$ cat src/rtl/boot_loader.sv
// boot_loader: receives a framed byte stream (length, data, checksum) over a
// valid/ready handshake and writes it into program RAM from address 0, holding
// the CPU in boot until an image with a matching checksum has been loaded.
module boot_loader #(
  parameter int ADDR_W = 6,
  parameter int DATA_W = 8
) (
  input  logic              clk,
  input  logic              rst,
  input  logic              ce,
  input  logic              start,
  input  logic [DATA_W-1:0] rx_data,
  input  logic              rx_valid,
  output logic              rx_ready,
  output logic              boot,
  output logic [ADDR_W-1:0] mem_addr,
  output logic [DATA_W-1:0] mem_data,
  output logic              mem_en,
  output logic              mem_we,
  output logic              done,
  output logic              error
);

  // Counter and length need one extra bit so a full 2^ADDR_W image is representable.
  localparam int CW = ADDR_W + 1;
  // Width wide enough to compare the raw length byte against 2^ADDR_W.
  localparam int LW = (DATA_W > CW) ? DATA_W : CW;
  localparam logic [LW-1:0] MAX_LEN = LW'(2 ** ADDR_W);

  typedef enum logic [2:0] {
    S_LEN,
    S_DATA,
    S_WRITE,
    S_CHK,
    S_DONE,
    S_ERR
  } state_t;

  state_t            r_state;
  state_t            w_next;
  logic              r_boot;
  logic              r_done;
  logic              r_error;
  logic [CW-1:0]     r_count;
  logic [CW-1:0]     r_len;
  logic [DATA_W-1:0] r_sum;
  logic [ADDR_W-1:0] r_mem_addr;
  logic [DATA_W-1:0] r_mem_data;

  logic              w_xfer;
  logic [CW-1:0]     w_count_inc;
  logic [LW-1:0]     w_len_wide;
  logic              w_len_bad;

  assign w_xfer      = rx_valid & rx_ready;
  assign w_count_inc = r_count + CW'(1);
  assign w_len_wide  = LW'(rx_data);
  assign w_len_bad   = (w_len_wide == '0) || (w_len_wide > MAX_LEN);

  assign boot     = r_boot;
  assign done     = r_done;
  assign error    = r_error;
  assign mem_addr = r_mem_addr;
  assign mem_data = r_mem_data;

  // State register plus registered status flags that follow the next state.
  always_ff @(posedge clk or negedge rst) begin
    if (!rst) begin
      r_state <= S_LEN;
      r_boot  <= 1'b1;
      r_done  <= 1'b0;
      r_error <= 1'b0;
    end else if (ce) begin
      r_state <= w_next;
      r_boot  <= (w_next != S_DONE);
      r_done  <= (w_next == S_DONE);
      r_error <= (w_next == S_ERR);
    end
  end

  // Next-state decode with handshake and memory strobes; everything is gated by ce.
  always_comb begin
    w_next   = r_state;
    rx_ready = 1'b0;
    mem_en   = 1'b0;
    mem_we   = 1'b0;
    case (r_state)
      S_LEN: begin
        rx_ready = ce;
        if (w_xfer) w_next = w_len_bad ? S_ERR : S_DATA;
      end
      S_DATA: begin
        rx_ready = ce;
        if (w_xfer) w_next = S_WRITE;
      end
      S_WRITE: begin
        mem_en = ce;
        mem_we = ce;
        if (ce) w_next = (w_count_inc == r_len) ? S_CHK : S_DATA;
      end
      S_CHK: begin
        rx_ready = ce;
        if (w_xfer) w_next = (rx_data == r_sum) ? S_DONE : S_ERR;
      end
      S_DONE: begin
        if (ce && start) w_next = S_LEN;
      end
      S_ERR: begin
        if (ce && start) w_next = S_LEN;
      end
      default: w_next = S_LEN;
    endcase
  end

  // Frame datapath: captured length, write counter, running checksum, write port.
  always_ff @(posedge clk or negedge rst) begin
    if (!rst) begin
      r_count    <= '0;
      r_len      <= '0;
      r_sum      <= '0;
      r_mem_addr <= '0;
      r_mem_data <= '0;
    end else if (ce) begin
      case (r_state)
        S_LEN: begin
          if (w_xfer) begin
            r_len   <= CW'(rx_data);
            r_count <= '0;
            r_sum   <= '0;
          end
        end
        S_DATA: begin
          if (w_xfer) begin
            r_mem_data <= rx_data;
            r_mem_addr <= r_count[ADDR_W-1:0];
            r_sum      <= r_sum + rx_data;
          end
        end
        S_WRITE: begin
          r_count <= w_count_inc;
        end
        default: begin
        end
      endcase
    end
  end

endmodule

$ cat config.mk
export PLATFORM = sky130hd
export DESIGN_NAME = boot_loader
export DESIGN_NICKNAME = d
export VERILOG_FILES = /design/src/rtl/boot_loader.sv
export SDC_FILE = /design/constraint.sdc
export NUM_CORES = 1
export LEC_CHECK = 0
export BUFFER_PORTS_ARGS = -buffer_cell sky130_fd_sc_hd__buf_4
export CAP_MARGIN = 20
export CORE_MARGIN = 3
export CORE_UTILIZATION = 55
export CTS_BUF_LIST = sky130_fd_sc_hd__clkbuf_2
export DETAILED_ROUTE_END_ITERATION = 6
export GPL_TIMING_DRIVEN = 0
export HOLD_SLACK_MARGIN = 0.08
export PLACE_DENSITY = 0.77
export SETUP_SLACK_MARGIN = 0.02
export SLEW_MARGIN = 20
export SYNTH_ARGS = -nofsm -noshare
export SYNTH_HDL_FRONTEND = slang
export SYNTH_SLANG_ARGS = --single-unit
$ cat constraint.sdc
create_clock -name clk -period 2.6 [get_ports clk]
set_input_delay 0.52 -clock clk [delete_from_list [all_inputs] [get_ports clk]]
set_output_delay 0.52 -clock clk [all_outputs]
set_load 0.05 [all_outputs]
==> Yosys cells after proc, flatten, opt, wreduce, memory -nomap -nowiden <==
Index checks and enable logic that the tools add are counted.
{ "op_classes": {"n_bitwise": 1, "mux": 16, "add_sub_neg": 2, "n_eq_ne": 12, "reduce_logical": 12, "magnitude_cmp": 1} }
{ "op_table": {"columns": ["op", "count"], "rows": [
  ["$mux W3", 6],
  ["$mux W8", 2],
  ["$pmux W8 S2", 1],
  ["$pmux W3 S5", 1],
  ["$pmux W7 S2", 1],
  ["$eq A3 B3 Y1 const B", 4],
  ["$reduce_and A3 Y1", 3],
  ["$add A8 B8 Y8", 1],
  ["$eq A8 B8 Y1", 1],
  ["$gt A8 B7 Y1 const B", 1],
  ["$logic_not A8 Y1", 1],
  ["$add A7 B1 Y7 const B", 1],
  ["$eq A7 B7 Y1", 1],
  ["$mux W7", 1],
  ["$eq A3 B2 Y1 const B", 2],
  ["$ne A2 B2 Y1 const B", 2],
  ["$reduce_and A4 Y1", 1],
  ["$reduce_bool A2 Y1", 2],
  ["$eq A3 B1 Y1 const B", 1],
  ["$logic_not A3 Y1", 1],
  ["$mux W1", 3],
  ["$ne A3 B3 Y1 const B", 1],
  ["$reduce_or A3 Y1", 1],
  ["$mux W2", 1],
  ["other kinds (4)", 4]
]} }
{ "word_totals": {"elab_cells": 53, "register_bits": 42, "in_bits": 13} }

==> Longest topological paths before layout <==
{ "logic_depth": {"depth_word": 7, "mapped_depth": 8, "mapped_depth_nobuf": 7} }

==> Least setup slack after synthesis <==
No wires, ideal clock.
{ "synth_path": {"path_type": "input port to output port", "startpoint": "input port ce", "endpoint": "output port mem_we", "t_arrival_ps": 1884, "required_ps": 2080, "cell_stages": 5, "path_slack_ps": 196, "path_buffers": 2, "cell_sequence": "clkbuf_1 -> nor3b_1 -> nand2_1 -> inv_1 -> buf_4"} }
{ "synth_between": {"elab_chain_cells": 1} }
{ "synth_rtl": {"columns": ["element", "line_no", "text"], "rows": [
  ["start, declared", "10", "input logic ce,"],
  ["$mux W1", null, null],
  ["end, declared", "19", "output logic mem_we,"]
]} }
No other way between the ends.

==> Final worst setup path <==
{ "layout_path": {"startpoint": "register r_state[0]", "endpoint": "output port mem_we"} }
{ "layout_between": {"elab_chain_cells": 2} }
{ "layout_rtl": {"columns": ["element", "line_no", "text"], "rows": [
  ["start, declared", "39", "state_t r_state;"],
  ["start signal, assigned", "74", "r_state <= w_next;"],
  ["$eq A3 B2 Y1", "87", "case (r_state)"],
  ["$mux W1", "87", null]
]} }
No other way between the ends.

==> report_table.html <==
<table>
<tr><th>Metric</th><th>Value</th></tr>
<tr><th colspan="2">Clock tree</th></tr>
<tr><td>Max Buffers Root-to-Sink</td><td>2</td></tr>
<tr><td>Sinks on the clock net</td><td>42</td></tr>
<tr><td>Clk_lat worst skew</td><td>420 ps</td></tr>
<tr><td>Worst-path clk slew</td><td>230 ps</td></tr>
<tr><td>TritonCTS clock tree</td><td>built</td></tr>
<tr><td>Setup repair bufs after CTS</td><td>0</td></tr>
<tr><td>Count of H-tree levels built during CTS</td><td>2</td></tr>
<tr><td>CTS Buf Count</td><td>5</td></tr>
<tr><td>Root buffer cell</td><td>clkbuf_2</td></tr>
<tr><th colspan="2">Placed design</th></tr>
<tr><td>Routability congestion estimate</td><td>0.8494</td></tr>
<tr><td>Dpl cell area</td><td>2571 sq um</td></tr>
<tr><td>Number of port buffers</td><td>32</td></tr>
<tr><td>Post-detail-place hpwl</td><td>3413 um</td></tr>
<tr><th colspan="2">Drt</th></tr>
<tr><td>Number of design rule violations left after detail routing</td><td>0</td></tr>
<tr><td>Iter 0 DRT Violations</td><td>122</td></tr>
<tr><td>Via density per instance</td><td>5.954</td></tr>
<tr><td>Via count</td><td>1798</td></tr>
<tr><td>Initial DRT Pass Iterations</td><td>4</td></tr>
<tr><td>Detail-routed net length per standard cell</td><td>15.65 um</td></tr>
<tr><td>Drt total wl</td><td>4727 um</td></tr>
<tr><td>Post-DRT Antenna Nets</td><td>0</td></tr>
<tr><th colspan="2">Synth</th></tr>
<tr><td>Async set-or-reset flop fraction in the synthesized netlist</td><td>100.0%</td></tr>
<tr><td>Synthesized flop and latch total</td><td>42</td></tr>
<tr><td>Fraction of synthesized area in multiplexers</td><td>10.80%</td></tr>
<tr><td>Post-synthesis compound-gate area fraction</td><td>17.52%</td></tr>
<tr><td>Cell taking the most area after synthesis</td><td>dfrtp_1</td></tr>
<tr><td>Arithmetic-cell share of the synthesized area counting full adders, half adders and majority gates</td><td>5.289%</td></tr>
<tr><td>Distinct cell type count after synthesis</td><td>50</td></tr>
<tr><td>Area share of the largest cell type after synthesis</td><td>45.18%</td></tr>
<tr><td>Cell count after synthesis</td><td>214</td></tr>
<tr><td>Area fraction in and, or, nand and nor cells after synthesis</td><td>11.96%</td></tr>
<tr><td>Number of enable flip-flop cells after synthesis</td><td>0</td></tr>
<tr><td>Fraction of synthesized cell area in xor and xnor cells</td><td>5.014%</td></tr>
<tr><td>Seq/Total Area, Yosys</td><td>46.34%</td></tr>
<tr><td>Dominant combinational cell family by area after synthesis</td><td>compound AO/OA/AOI/OAI gates</td></tr>
<tr><td>Synthesized area per cell</td><td>10.61 sq um</td></tr>
<tr><td>Syn Std Cell Area</td><td>2271 sq um</td></tr>
<tr><td>Largest cells by area after synthesis</td><td>dfrtp_1 45%, mux2_2 9.9%, ha_1 4.4%</td></tr>
<tr><td>Net Count, Synth</td><td>236</td></tr>
<tr><td>Yosys warnings</td><td>0</td></tr>
<tr><td>Primary flip-flop cell chosen by synthesis mapping</td><td>dfrtp_1</td></tr>
<tr><th colspan="2">GRT</th></tr>
<tr><td>Total Routing Usage GR</td><td>21.71%</td></tr>
<tr><td>Maximum number of pins on one net before global-route repair</td><td>43</td></tr>
<tr><td>Number of antenna violations at the first check in global routing</td><td>0</td></tr>
<tr><td>Vias in the first global route</td><td>1811</td></tr>
<tr><td>Global-route wire length before repair</td><td>8507 um</td></tr>
<tr><td>Residual overflow from global routing</td><td>0</td></tr>
<tr><th colspan="2">Hold path</th></tr>
<tr><td>Launch point of the worst hold path</td><td>rx_data[2]</td></tr>
<tr><td>Min-Delay Endpoint</td><td>mem_data[2]$_DFFE_PN0P_</td></tr>
<tr><td>Worst min-delay path class</td><td>input port to flip-flop</td></tr>
<tr><td>Worst Hold Path Cells</td><td>2</td></tr>
<tr><th colspan="2">Floorplanning</th></tr>
<tr><td>Floorplan row count</td><td>22</td></tr>
<tr><td>Core Box Area</td><td>3826 sq um</td></tr>
<tr><td>Full die area</td><td>4936 sq um</td></tr>
<tr><td>Width of the die</td><td>70.26 um</td></tr>
<tr><td>Vertical die dimension</td><td>70.26 um</td></tr>
<tr><td>Effective utilization at floorplan</td><td>59.35%</td></tr>
<tr><td>I/O pin cnt</td><td>33</td></tr>
<tr><th colspan="2">Final layout</th></tr>
<tr><td>Share of post-route cells with drive strength above 1</td><td>29.13%</td></tr>
<tr><td>Number of nets in the layout</td><td>275</td></tr>
<tr><td>Post-route cell area</td><td>2681 sq um</td></tr>
<tr><td>Antenna diodes</td><td>0</td></tr>
<tr><td>Synth-to-layout area growth</td><td>18.07%</td></tr>
<tr><th colspan="2">Setup path</th></tr>
<tr><td>CP arrival</td><td>1850 ps</td></tr>
<tr><td>Worst-path maximum fanout</td><td>11</td></tr>
<tr><td>Worst endpoint required time</td><td>2080 ps</td></tr>
<tr><td>Reg-to-reg critical path endpoint</td><td>mem_addr[1]$_DFFE_PN0P_</td></tr>
<tr><td>Worst setup path class</td><td>flip-flop to output port</td></tr>
<tr><td>Sort of element at the start of the critical path</td><td>flip-flop</td></tr>
<tr><td>Setup slack of the most critical reg-to-reg path</td><td>510 ps</td></tr>
<tr><td>Path depth of the worst reg2reg path</td><td>7</td></tr>
<tr><td>Capturing element type of the critical path</td><td>output port</td></tr>
<tr><td>R2R Path Start</td><td>r_state[2]$_DFFE_PN0P_</td></tr>
<tr><th colspan="2">STA</th></tr>
<tr><td>Final sum of negative setup slack</td><td>0 ps</td></tr>
<tr><td>Hold Worst Slack</td><td>361.1 ps</td></tr>
<tr><td>Fin crit period</td><td>2373 ps</td></tr>
<tr><td>Least-Margin Pin Slew</td><td>512.2 ps</td></tr>
<tr><td>Final hold violation count</td><td>0</td></tr>
<tr><td>Period utilisation layout</td><td>91.26%</td></tr>
<tr><td>Setup Viol. Count Final</td><td>0</td></tr>
<tr><td>Max-slew violation count</td><td>0</td></tr>
<tr><td>Max Clock Skew</td><td>10.84 ps</td></tr>
<tr><td>Fmax</td><td>0.4215 GHz</td></tr>
<tr><td>Unrepaired setup endpoints after global routing</td><td>no</td></tr>
<tr><td>Tightest slew margin relative to the limit</td><td>65.85%</td></tr>
<tr><th colspan="2">Pwr</th></tr>
<tr><td>Largest vdd supply drop</td><td>0.0008150 V</td></tr>
<tr><td>Total leakage power</td><td>1.264 nW</td></tr>
<tr><td>Power density over the cells</td><td>1059 nW/um^2</td></tr>
<tr><th colspan="2">Run status</th></tr>
<tr><td>Result of the run</td><td>finished clean</td></tr>
<tr><th colspan="2">Job</th></tr>
<tr><td>Maxcap violations</td><td>0</td></tr>
</table>
-- metrics by stage --
step           instances  util (%)  total power, mW  setup slack (ps)
6_report             302     70.08            2.839             227.3
5_1_grt              302     70.08            3.037             71.81
4_1_cts              302     69.95            2.846             79.45
3_5_place_dp         294     67.20            2.360             139.5
3_3_place_gp         294     67.20            2.322             132.2
2_1_floorplan        214         -            2.002             195.5
-- area by class of cell --
class,instances,area [sq um]
Multi-Input combinational cell,157,1156
Clock inverter,3,68.82
Inverter,5,18.77
Tap cell,48,60.06
Timing Repair Buffer,33,250.2
Sequential cell,42,1054
Fill cell,316,1145
Buffer,9,48.80
Clock buffer,5,25.02
-- critical path, cell delays in order (launching register included) --
cell,delay [ps]
dfrtp_2,550
nor3b_2,260
nand2_2,150
inv_1,160
buf_4,130
buf_4,180
-- report_power, final --
part / internal (mW) / switching (mW)
combinational: 0.523 / 0.786
sequential: 0.875 / 0.165
clock: 0.261 / 0.230
total: 1.66 / 1.18
-- layer usage --
layer / track usage, % / routed length [um] / part of all wire [%] / vias to the layer above
met4: 5.957 / 67 / 1.4 / 0
met2: 34.72 / 2156 / 46 / 46
met5: 0 / 0 / 0 / -
li1: - / - / - / 863
met3: 5.180 / 211 / 4.5 / 9
met1: 29.42 / 2292 / 48 / 880
-- cells in the final DEF (no fill, tap or decap), types with 2 or more instances in the layout --
cell / count
bufinv_16: 2
xnor2_1: 8
nor2_1: 6
a22o_1: 3
clkbuf_1: 4
nand3_1: 5
buf_2: 2
nor3_1: 4
inv_1: 5
nor4_1: 3
nand2b_1: 4
o21ai_0: 16
o41ai_1: 2
a21o_1: 3
o2bb2ai_1: 2
buf_4: 33
nand2_1: 23
a21oi_1: 5
clkbuf_2: 6
mux2_2: 20
mux2i_1: 2
or2_2: 2
o211ai_1: 2
xor2_1: 5
ha_1: 8
dfrtp_1: 40
o31ai_1: 5
a211oi_1: 5
a21boi_0: 2
-- synth_stat cells (2+ instances only) --
library cell  instances
mux2_2               20
ha_1                  8
clkbuf_1              6
nand2b_1              4
nand2_1              24
mux2i_1               2
or2_2                 2
buf_2                 2
o211ai_1              2
a21boi_0              2
o21ai_0              16
o31ai_1               5
a21o_1                3
o2bb2ai_1             2
nor4_1                3
o41ai_1               2
xnor2_1               8
xor2_1                5
a22o_1                3
a21oi_1               5
nor3_1                4
inv_1                 5
nor2_1                6
nand3_1               5
dfrtp_1              41
a211oi_1              5
-- worst max path at each step --
stage / from / to / slack (ps) / cells after the start
after floorplan: ce / mem_we / 200 / 5
after CTS: r_state[0]$_DFFE_PN0P_ / mem_we / 80 / 5
final: r_state[0]$_DFFE_PN0P_ / mem_we / 230 / 5
after detailed placement: ce / mem_we / 140 / 7
after global placement: ce / mem_we / 130 / 7
after global routing: r_state[2]$_DFFE_PN0P_ / mem_we / 70 / 6
-- logic make-up after synthesis --
| family | Yosys count |
|---|---|
| AO/OA/AOI/OAI | 57 |
| AND/OR/NAND/NOR | 56 |
| flip-flops | 42 |
| multiplexers | 22 |
| buffers and inverters | 15 |
| XOR/XNOR | 13 |
| adder cells (fa/ha/maj) | 9 |
-- what timing repair did --
item | CTS | global route
hold endpoints to repair | 41 | 0
hold buffers | 1 | 0
pin swaps | 0 | 0
gates resized for setup | 1 | 4
endpoints found under the setup margin | 2 | 2
-- sequential cells by signal, summed over array words and instances (netlist names) --
register  flops
boot          1
done          1
error         1
mem_addr      6
mem_data      8
r_count       7
r_len         7
r_state       3
r_sum         8
Power figures use the tool's default switching activity.
